`src/rtl/adam_clk_div_mon.sv`:
```
// adam_clk_div_mon: measures the period of an asynchronous divided clock in
// clk cycles, declares lock after a run of matching measurements, and flags
// loss when no rising edge arrives within TIMEOUT cycles.
module adam_clk_div_mon #(
  parameter int WIDTH      = 16,
  parameter int LOCK_COUNT = 4,
  parameter int TOL        = 1,
  parameter int TIMEOUT    = 2**WIDTH-1
) (
  input  logic             clk,
  input  logic             rst,
  input  logic             enable,
  input  logic             in,
  output logic [WIDTH-1:0] period,
  output logic             period_valid,
  output logic             locked,
  output logic             lost
);

  localparam logic [WIDTH-1:0] TOL_W     = WIDTH'(TOL);
  localparam logic [WIDTH-1:0] TIMEOUT_W = WIDTH'(TIMEOUT);
  localparam logic [3:0]       LOCK_W    = 4'(LOCK_COUNT);

  typedef enum logic [2:0] {
    IDLE,
    ACQ,
    MEAS,
    LOCKED,
    LOST
  } state_t;

  state_t           state;
  logic             sync1, sync2, dly;
  logic             rise;
  logic [WIDTH-1:0] cnt;
  logic [WIDTH-1:0] ref_per;
  logic [3:0]       match;
  logic [WIDTH-1:0] diff;
  logic             is_match;
  logic             timeout;
  logic [3:0]       match_nxt;

  // Two-flop synchronizer plus one delay flop for rising-edge detection
  always_ff @(posedge clk or posedge rst) begin
    if (rst) begin
      sync1 <= 1'b0;
      sync2 <= 1'b0;
      dly   <= 1'b0;
    end else begin
      sync1 <= in;
      sync2 <= sync1;
      dly   <= sync2;
    end
  end

  assign rise = sync2 & ~dly;

  // Cycles since the last rise; restarts at 1 on a rise, saturates at all-ones
  always_ff @(posedge clk or posedge rst) begin
    if (rst) begin
      cnt <= '0;
    end else if (rise) begin
      cnt <= WIDTH'(1);
    end else if (cnt != '1) begin
      cnt <= cnt + 1'b1;
    end
  end

  // Measurement comparison against the reference period and timeout detect
  always_comb begin
    diff      = (cnt >= ref_per) ? (cnt - ref_per) : (ref_per - cnt);
    is_match  = (diff <= TOL_W);
    timeout   = ~rise && (cnt == TIMEOUT_W);
    // match == 0 means no measurement yet: the next one becomes the reference
    match_nxt = ((match != '0) && is_match) ? (match + 1'b1) : 4'd1;
  end

  // Monitor FSM with registered status outputs
  always_ff @(posedge clk or posedge rst) begin
    if (rst) begin
      state        <= IDLE;
      ref_per      <= '0;
      match        <= '0;
      period       <= '0;
      period_valid <= 1'b0;
      locked       <= 1'b0;
      lost         <= 1'b0;
    end else begin
      period_valid <= 1'b0;
      if (!enable) begin
        state  <= IDLE;
        match  <= '0;
        locked <= 1'b0;
        lost   <= 1'b0;
      end else begin
        case (state)
          IDLE: begin
            state <= ACQ;
          end
          ACQ: begin
            if (rise) begin
              state <= MEAS;
              match <= '0;
            end else if (timeout) begin
              state  <= LOST;
              lost   <= 1'b1;
              locked <= 1'b0;
            end
          end
          MEAS: begin
            if (rise) begin
              match <= match_nxt;
              if (match_nxt == 4'd1) begin
                ref_per <= cnt;
              end
              if (match_nxt == LOCK_W) begin
                state        <= LOCKED;
                period       <= cnt;
                period_valid <= 1'b1;
                locked       <= 1'b1;
              end
            end else if (timeout) begin
              state  <= LOST;
              lost   <= 1'b1;
              locked <= 1'b0;
            end
          end
          LOCKED: begin
            if (rise) begin
              if (is_match) begin
                period       <= cnt;
                period_valid <= 1'b1;
              end else begin
                state   <= MEAS;
                locked  <= 1'b0;
                ref_per <= cnt;
                match   <= 4'd1;
              end
            end else if (timeout) begin
              state  <= LOST;
              lost   <= 1'b1;
              locked <= 1'b0;
            end
          end
          LOST: begin
            if (rise) begin
              state <= MEAS;
              lost  <= 1'b0;
              match <= '0;
            end
          end
          default: begin
            state <= IDLE;
          end
        endcase
      end
    end
  end

endmodule

```
`config.mk`:
```
export PLATFORM = sky130hd
export DESIGN_NAME = adam_clk_div_mon
export DESIGN_NICKNAME = d
export VERILOG_FILES = /design/src/rtl/adam_clk_div_mon.sv
export SDC_FILE = /design/constraint.sdc
export NUM_CORES = 1
export LEC_CHECK = 0
export ABC_AREA = 1
export CELL_PAD_IN_SITES_DETAIL_PLACEMENT = 1
export CELL_PAD_IN_SITES_GLOBAL_PLACEMENT = 1
export CORE_ASPECT_RATIO = 1.5
export CORE_MARGIN = 8
export CORE_UTILIZATION = 48
export CTS_CLUSTER_DIAMETER = 150
export DETAILED_ROUTE_END_ITERATION = 10
export MAX_ROUTING_LAYER = met4
export PLACE_DENSITY_LB_ADDON = 0.1
export SYNTH_ARGS = -nofsm -noshare
export SYNTH_HDL_FRONTEND = slang
export SYNTH_SLANG_ARGS = --single-unit
```
`constraint.sdc`:
```
create_clock -name clk -period 4.35 [get_ports clk]
set_clock_uncertainty 0.15 [all_clocks]
set_input_delay 0.87 -clock clk [delete_from_list [all_inputs] [get_ports clk]]
set_output_delay 0.87 -clock clk [all_outputs]
set_load 0.03 [all_outputs]
```
* Word level (Yosys, flattened, before mapping)
Cells that the tools add are included.
** Cells by class
- Add/sub/neg operators :: 4
- Magnitude comparators :: 2
- Equality and inequality tests :: 27
- Multiplexer cells :: 48
- Bitwise gates (word level) :: 3
- Reductions and logical operators :: 14
** Operator list (count)
- 2-to-1 mux 16 bit :: 11
- one-hot mux 16 bit (2 select lines) :: 2
- subtractor 16 bit :: 2
- 2-to-1 mux 3 bit :: 8
- 2-to-1 mux 4 bit :: 6
- inequality test 3 bit (second input constant) :: 6
- adder 16 x 1 -> 16 bit (second input constant) :: 1
- == test 16 bit (second input constant) :: 1
- >= comparator 16 bit :: 1
- less-or-equal comparator 16 x 1 -> 1 bit (second input constant) :: 1
- 2-to-1 mux 1 bit :: 16
- inequality test 16 bit (second input constant) :: 1
- one-hot mux 3 bit (5 select lines) :: 1
- inequality test 2 bit (second input constant) :: 6
- one-hot mux 4 bit (3 select lines) :: 1
- AND reduction 6 bit :: 2
- inequality test 3 x 2 -> 1 bit (second input constant) :: 3
- inequality test 4 bit (second input constant) :: 2
- AND reduction 4 bit :: 2
- == test 3 x 2 -> 1 bit (second input constant) :: 2
- AND reduction 5 bit :: 1
- adder 4 x 1 -> 4 bit (second input constant) :: 1
- == test 4 x 1 -> 1 bit (second input constant) :: 1
- == test 4 x 3 -> 1 bit (second input constant) :: 1
- other kinds (15) :: 19
** Storage, ports and cells
- Flip-flop bits (word level) :: 61
- Input port bits :: 4
- Word-level logic and storage cells :: 109

* Longest topological paths before layout
- Word-level depth :: 10
- Gate-level depth with buffers :: 25

* Least setup slack after synthesis
Ideal clock, no wire load.
- Path type :: register to register
- From :: register cnt[0]
- To :: register ref_per[14]
- Library setup time :: 0.128 ns
- Data arrival time :: 2.690 ns
- Data required time :: 4.072 ns
- Slack :: 1.382 ns
- Cell stages (with the launch flop) :: 22
- Path buffers :: 1
- Cell sequence :: dfrtp_1 inv_1 ha_1 inv_1 fa_1 nand3_1 nand2_1 nand2_1 nand3_1 nand2_2 nand2_4 inv_2 nand2_1 nand2_1 nand2_1 inv_1 nand3_1 nor2_4 nand2_2 o211ai_4 buf_6 o21ai_0
** On the way
- Longest elaborated chain between the ends :: 8
- Elaborated cells between the ends (all ways) :: 11
- Classes of those cells :: 2 x add/sub; 2 x order compare; 3 x eq/ne; 2 x mux; 2 x reduce/logical
** RTL lines
- from (decl) :: RTL line 35 : logic [WIDTH-1:0] cnt;
- from (signal assigned) :: RTL line 65 : cnt <= cnt + 1'b1;
- subtractor 16 bit / >= comparator 16 bit (equally long branches) :: RTL line 71 : diff = (cnt >= ref_per) ? (cnt - ref_per) : (ref_per - cnt);
- 2-to-1 mux 16 bit * :: RTL line 71
- less-or-equal comparator 16 x 1 -> 1 bit * :: RTL line 72 : is_match = (diff <= TOL_W);
- logical AND 1 bit :: RTL line 75 : match_nxt = ((match != '0) && is_match) ? (match + 1'b1) : 4'd1;
- 2-to-1 mux 4 bit :: RTL line 75
- == test 4 x 1 -> 1 bit :: RTL line 113 : if (match_nxt == 4'd1) begin
- inequality test 2 bit (no source line)
- AND reduction 6 bit (no source line) *
- to (signal assigned) :: RTL line 114 : ref_per <= cnt;
- to (signal assigned) :: RTL line 136 : ref_per <= cnt;
- to (decl) :: RTL line 36 : logic [WIDTH-1:0] ref_per;
Mark *: on every way between the ends. The rest lies on a longest branch, timed or not.
A chain may end at the register's enable or synchronous reset.

* Final worst setup path
- From :: register cnt[0]
- To :: register period[4]
** On the way
- Longest elaborated chain between the ends :: 8
- Elaborated cells between the ends (all ways) :: 11
- Classes of those cells :: 2 x add/sub; 2 x order compare; 3 x eq/ne; 2 x mux; 2 x reduce/logical
** RTL lines
- subtractor 16 bit / >= comparator 16 bit (equally long branches) :: RTL line 71
- 2-to-1 mux 16 bit * :: RTL line 71
- less-or-equal comparator 16 x 1 -> 1 bit * :: RTL line 72
- logical AND 1 bit :: RTL line 75
- 2-to-1 mux 4 bit :: RTL line 75
- == test 4 x 3 -> 1 bit :: RTL line 116 : if (match_nxt == LOCK_W) begin
- inequality test 2 bit (no source line)
- AND reduction 6 bit (no source line) *
- to (signal assigned) :: RTL line 118 : period <= cnt;
- to (signal assigned) :: RTL line 131 : period <= cnt;
- to (decl) :: RTL line 14 : output logic [WIDTH-1:0] period,
Marks and branches as above.

==> results.md <==
- Clock power share: between 30% and 40%
- GRT Util Overall: between 20 and 25%
- Die area: 13500 um2
- Library cells used by synthesis: 38
- NetSw: between 1 and 1.5 mW
- Area contributors post-synth: dfrtp_1 32%, nand2_1 18%, inv_1 10%
- Pins over their slew limit: 0
- Setup violations, final: 0
- Post-cts sizing count: 0
- Worst path required time: around 4.4 ns
- Initial Utilization: 49.4%
- Gate power share: 44.8%
- Maxcap violations: 0
- Max frequency: 0.263 GHz
- Cts hold-fix bufs: 0
- Overflow after GRT: 0
- Initial drt markers: about 160
- Chip height: 138 um
- Yosys top cell area share: between 30% and 40%
- Worst Reg-to-Reg Cells: 22
- Post-synthesis sequential area ratio: 31.9%
- WHS Path Cells: 0
- Vias per cell: around 5.5
- Status: completed
- Initial antenna violation count: 0
- Dpl hpwl: approximately 11000 um
- TritonCTS Buffers: 9
- Worst-path fanout max: 33
- CTS root buf: clkbuf_16
- Post-CTS Setup Bufs: 0
- Startpoint Class: flop
- Clk slew on worst S/H paths: 0.05 ns
- TritonCTS clock tree: built
- Post-route ant nets: 0
- RSZ-0062 raised after global routing: false
- Least-Margin Pin Slew: a little under 1 ns
- Ant. Diodes: 0
- Syn Inst Count: 721
- Syn avg cell area: 6.64 um2
- Sequential Power Share: 24.5%
- Leading area contributor after synthesis: dfrtp_1
- Worst VDD drop: roughly 0.37 mV
- # DRC: 0
- Warnings from Yosys: 0
- Rel. slew slack: a little over a third
- Core Region: slightly below 10000 um2
- Die width: around 98 um
- Post-layout min period: 3.80 ns
- Commonest non-fill, non-tap cell in the layout: nand2_1
- Crit Path Class: reg -> reg
- Tot Pwr: about 2.6 mW
- Arrival time at the worst endpoint: approximately 3.8 ns
- Switch share: between 40% and 50%
- DR WL/cell: 17.1 um
- Final period util: around 87%
- Setup TNS: 0 ns
- Synthesized flop and latch total: just over 60
- R2R setup slack: ~0.55 ns
- Mapped Area: between 4000 and 5000 um2
- Vias in the first global route: 5211
- Leakage: 2.86 nW
- PortBufs: 22
- CTS max path bufs: 2
- Post-Syn Nets: about 760
- Largest net degree at the start of global routing: 47
- Final hold violation count: 0
- CP endpoint kind: flop
- H-tree Lvls: 3
- Power density over the cells: about 480 nW/um2
- Nets: 787
- Clk sinks: slightly above 60
- Most frequent cells in the layout: 226 x nand2_1, 127 x inv_1, 61 x dfrtp_1
- Drt pass-1 iters: 5
- Routability cong.: between 0.9 and 1
- Cell Rows: 44
- Via count: ~4700
- Post-Route WL: roughly 15000 um
- Clk_lat worst skew: ~0.33 ns
- Synth-to-Final Area Change: 13.9%
- Global-route wire length before repair: 25000 um
- # IOs: 23
- Int Pwr: 1.54 mW
- Class of the worst hold path: reg -> reg
- Share of cells above drive strength 1: ~6.3%
-- per-stage QoR --
step                      instances  worst slack [ns]  hold WS (ns)  instance area [um2]  utilization (%)
after detailed placement        851             0.669         0.188                 5110             52.8
after CTS                       867             0.570         0.210                 5460             56.3
after floorplan                 721              1.38         0.181                 4790                -
after global routing            867             0.220         0.211                 5460             56.3
final                           867             0.546         0.210                 5460             56.3
after global placement          851             0.827         0.194                 5110             52.8
-- cells in the mapped netlist (all sizes together) --
master,n
o21bai,3
o32ai,1
nand4,11
and3,2
nor2,57
a211oi,4
buf,8
fa,2
o211ai,2
dfrtp,61
inv,129
o311ai,1
nand2,236
clkinv,1
clkbuf,2
xor2,4
ha,34
nand3b,3
nand3,56
and2,2
nor4,1
nor3,13
a31oi,5
a221oi,1
xnor2,1
a21oi,28
or2,1
o21ai,52
-- area by class of cell --
class                           instances  area, um2
Fill cell                            1291       4230
Multi-Input combinational cell        520       2710
Sequential cell                        61       1530
Inverter                              130        488
Clock buffer                           13        280
Timing Repair Buffer                   25        243
Tap cell                              115        144
Clock inverter                          3       65.1
-- logic make-up (layout without fill, tap and decap cells) --
family	after synthesis	after routing	share of synthesized area (%)
buf+inv	140	171	11.6
flops	61	61	31.9
fa+ha+maj	36	36	9.72
xor+xnor	5	5	0.914
simple gates	382	382	33.9
compound gates	97	97	12.0
-- final timing paths --
| kind | from | endpoint |
|---|---|---|
| min reg2reg | sync1$_DFF_PP0_ | sync2$_DFF_PP0_ |
| max | cnt[0]$_DFFE_PP0N_ | period[4]$_DFFE_PP0P_ |
| min in group asynchronous | rst | cnt[1]$_DFFE_PP0N_ |
| max in group asynchronous | rst | ref_per[13]$_DFFE_PP0P_ |
| max reg2reg | cnt[0]$_DFFE_PP0N_ | period[4]$_DFFE_PP0P_ |
| min | sync1$_DFF_PP0_ | sync2$_DFF_PP0_ |
-- state kept, by name (all words and copies together) (netlist names) --
name / cells
cnt: 16
lost: 1
ref_per: 16
dly: 1
state: 3
sync1: 1
period_valid: 1
match: 4
sync2: 1
locked: 1
period: 16
-- power by group through the flow --
stage | combinational [mW] | sequential [mW] | clock (mW)
3_3_place_gp | 1.13 | 0.650 | 0
2_1_floorplan | 0.857 | 0.654 | 0
5_1_grt | 1.33 | 0.652 | 0.845
3_5_place_dp | 1.17 | 0.655 | 0
4_1_cts | 1.18 | 0.645 | 0.821
6_report | 1.18 | 0.647 | 0.810
-- worst max-delay path: stages (launching register included) --
cell and delay, ns:
dfrtp_1 0.40, inv_1 0.20, ha_1 0.18, inv_1 0.09
fa_1 0.41, nand3_1 0.12, nand2_1 0.10, nand2_1 0.09
nand2_1 0.09, nand2_1 0.09, nand2_1 0.06, nand2_1 0.06
nand2_1 0.05, nor2_1 0.14, nand2_1 0.06, nand2_1 0.08
nand3_1 0.12, nor2_4 0.21, nand4_1 0.18, nand2_1 0.12
nand2_2 0.35, nand2_1 0.20, o21ai_1 0.08
-- layer usage --
layer	part of all wire (%)	track usage, %	vias to the layer above
li1	-	-	2335
met1	41	23.6	2296
met2	54	42.3	76
met3	2.0	2.99	39
met4	3.5	11.0	0
met5	0	-	-
(Power assumes the default switching activity.)
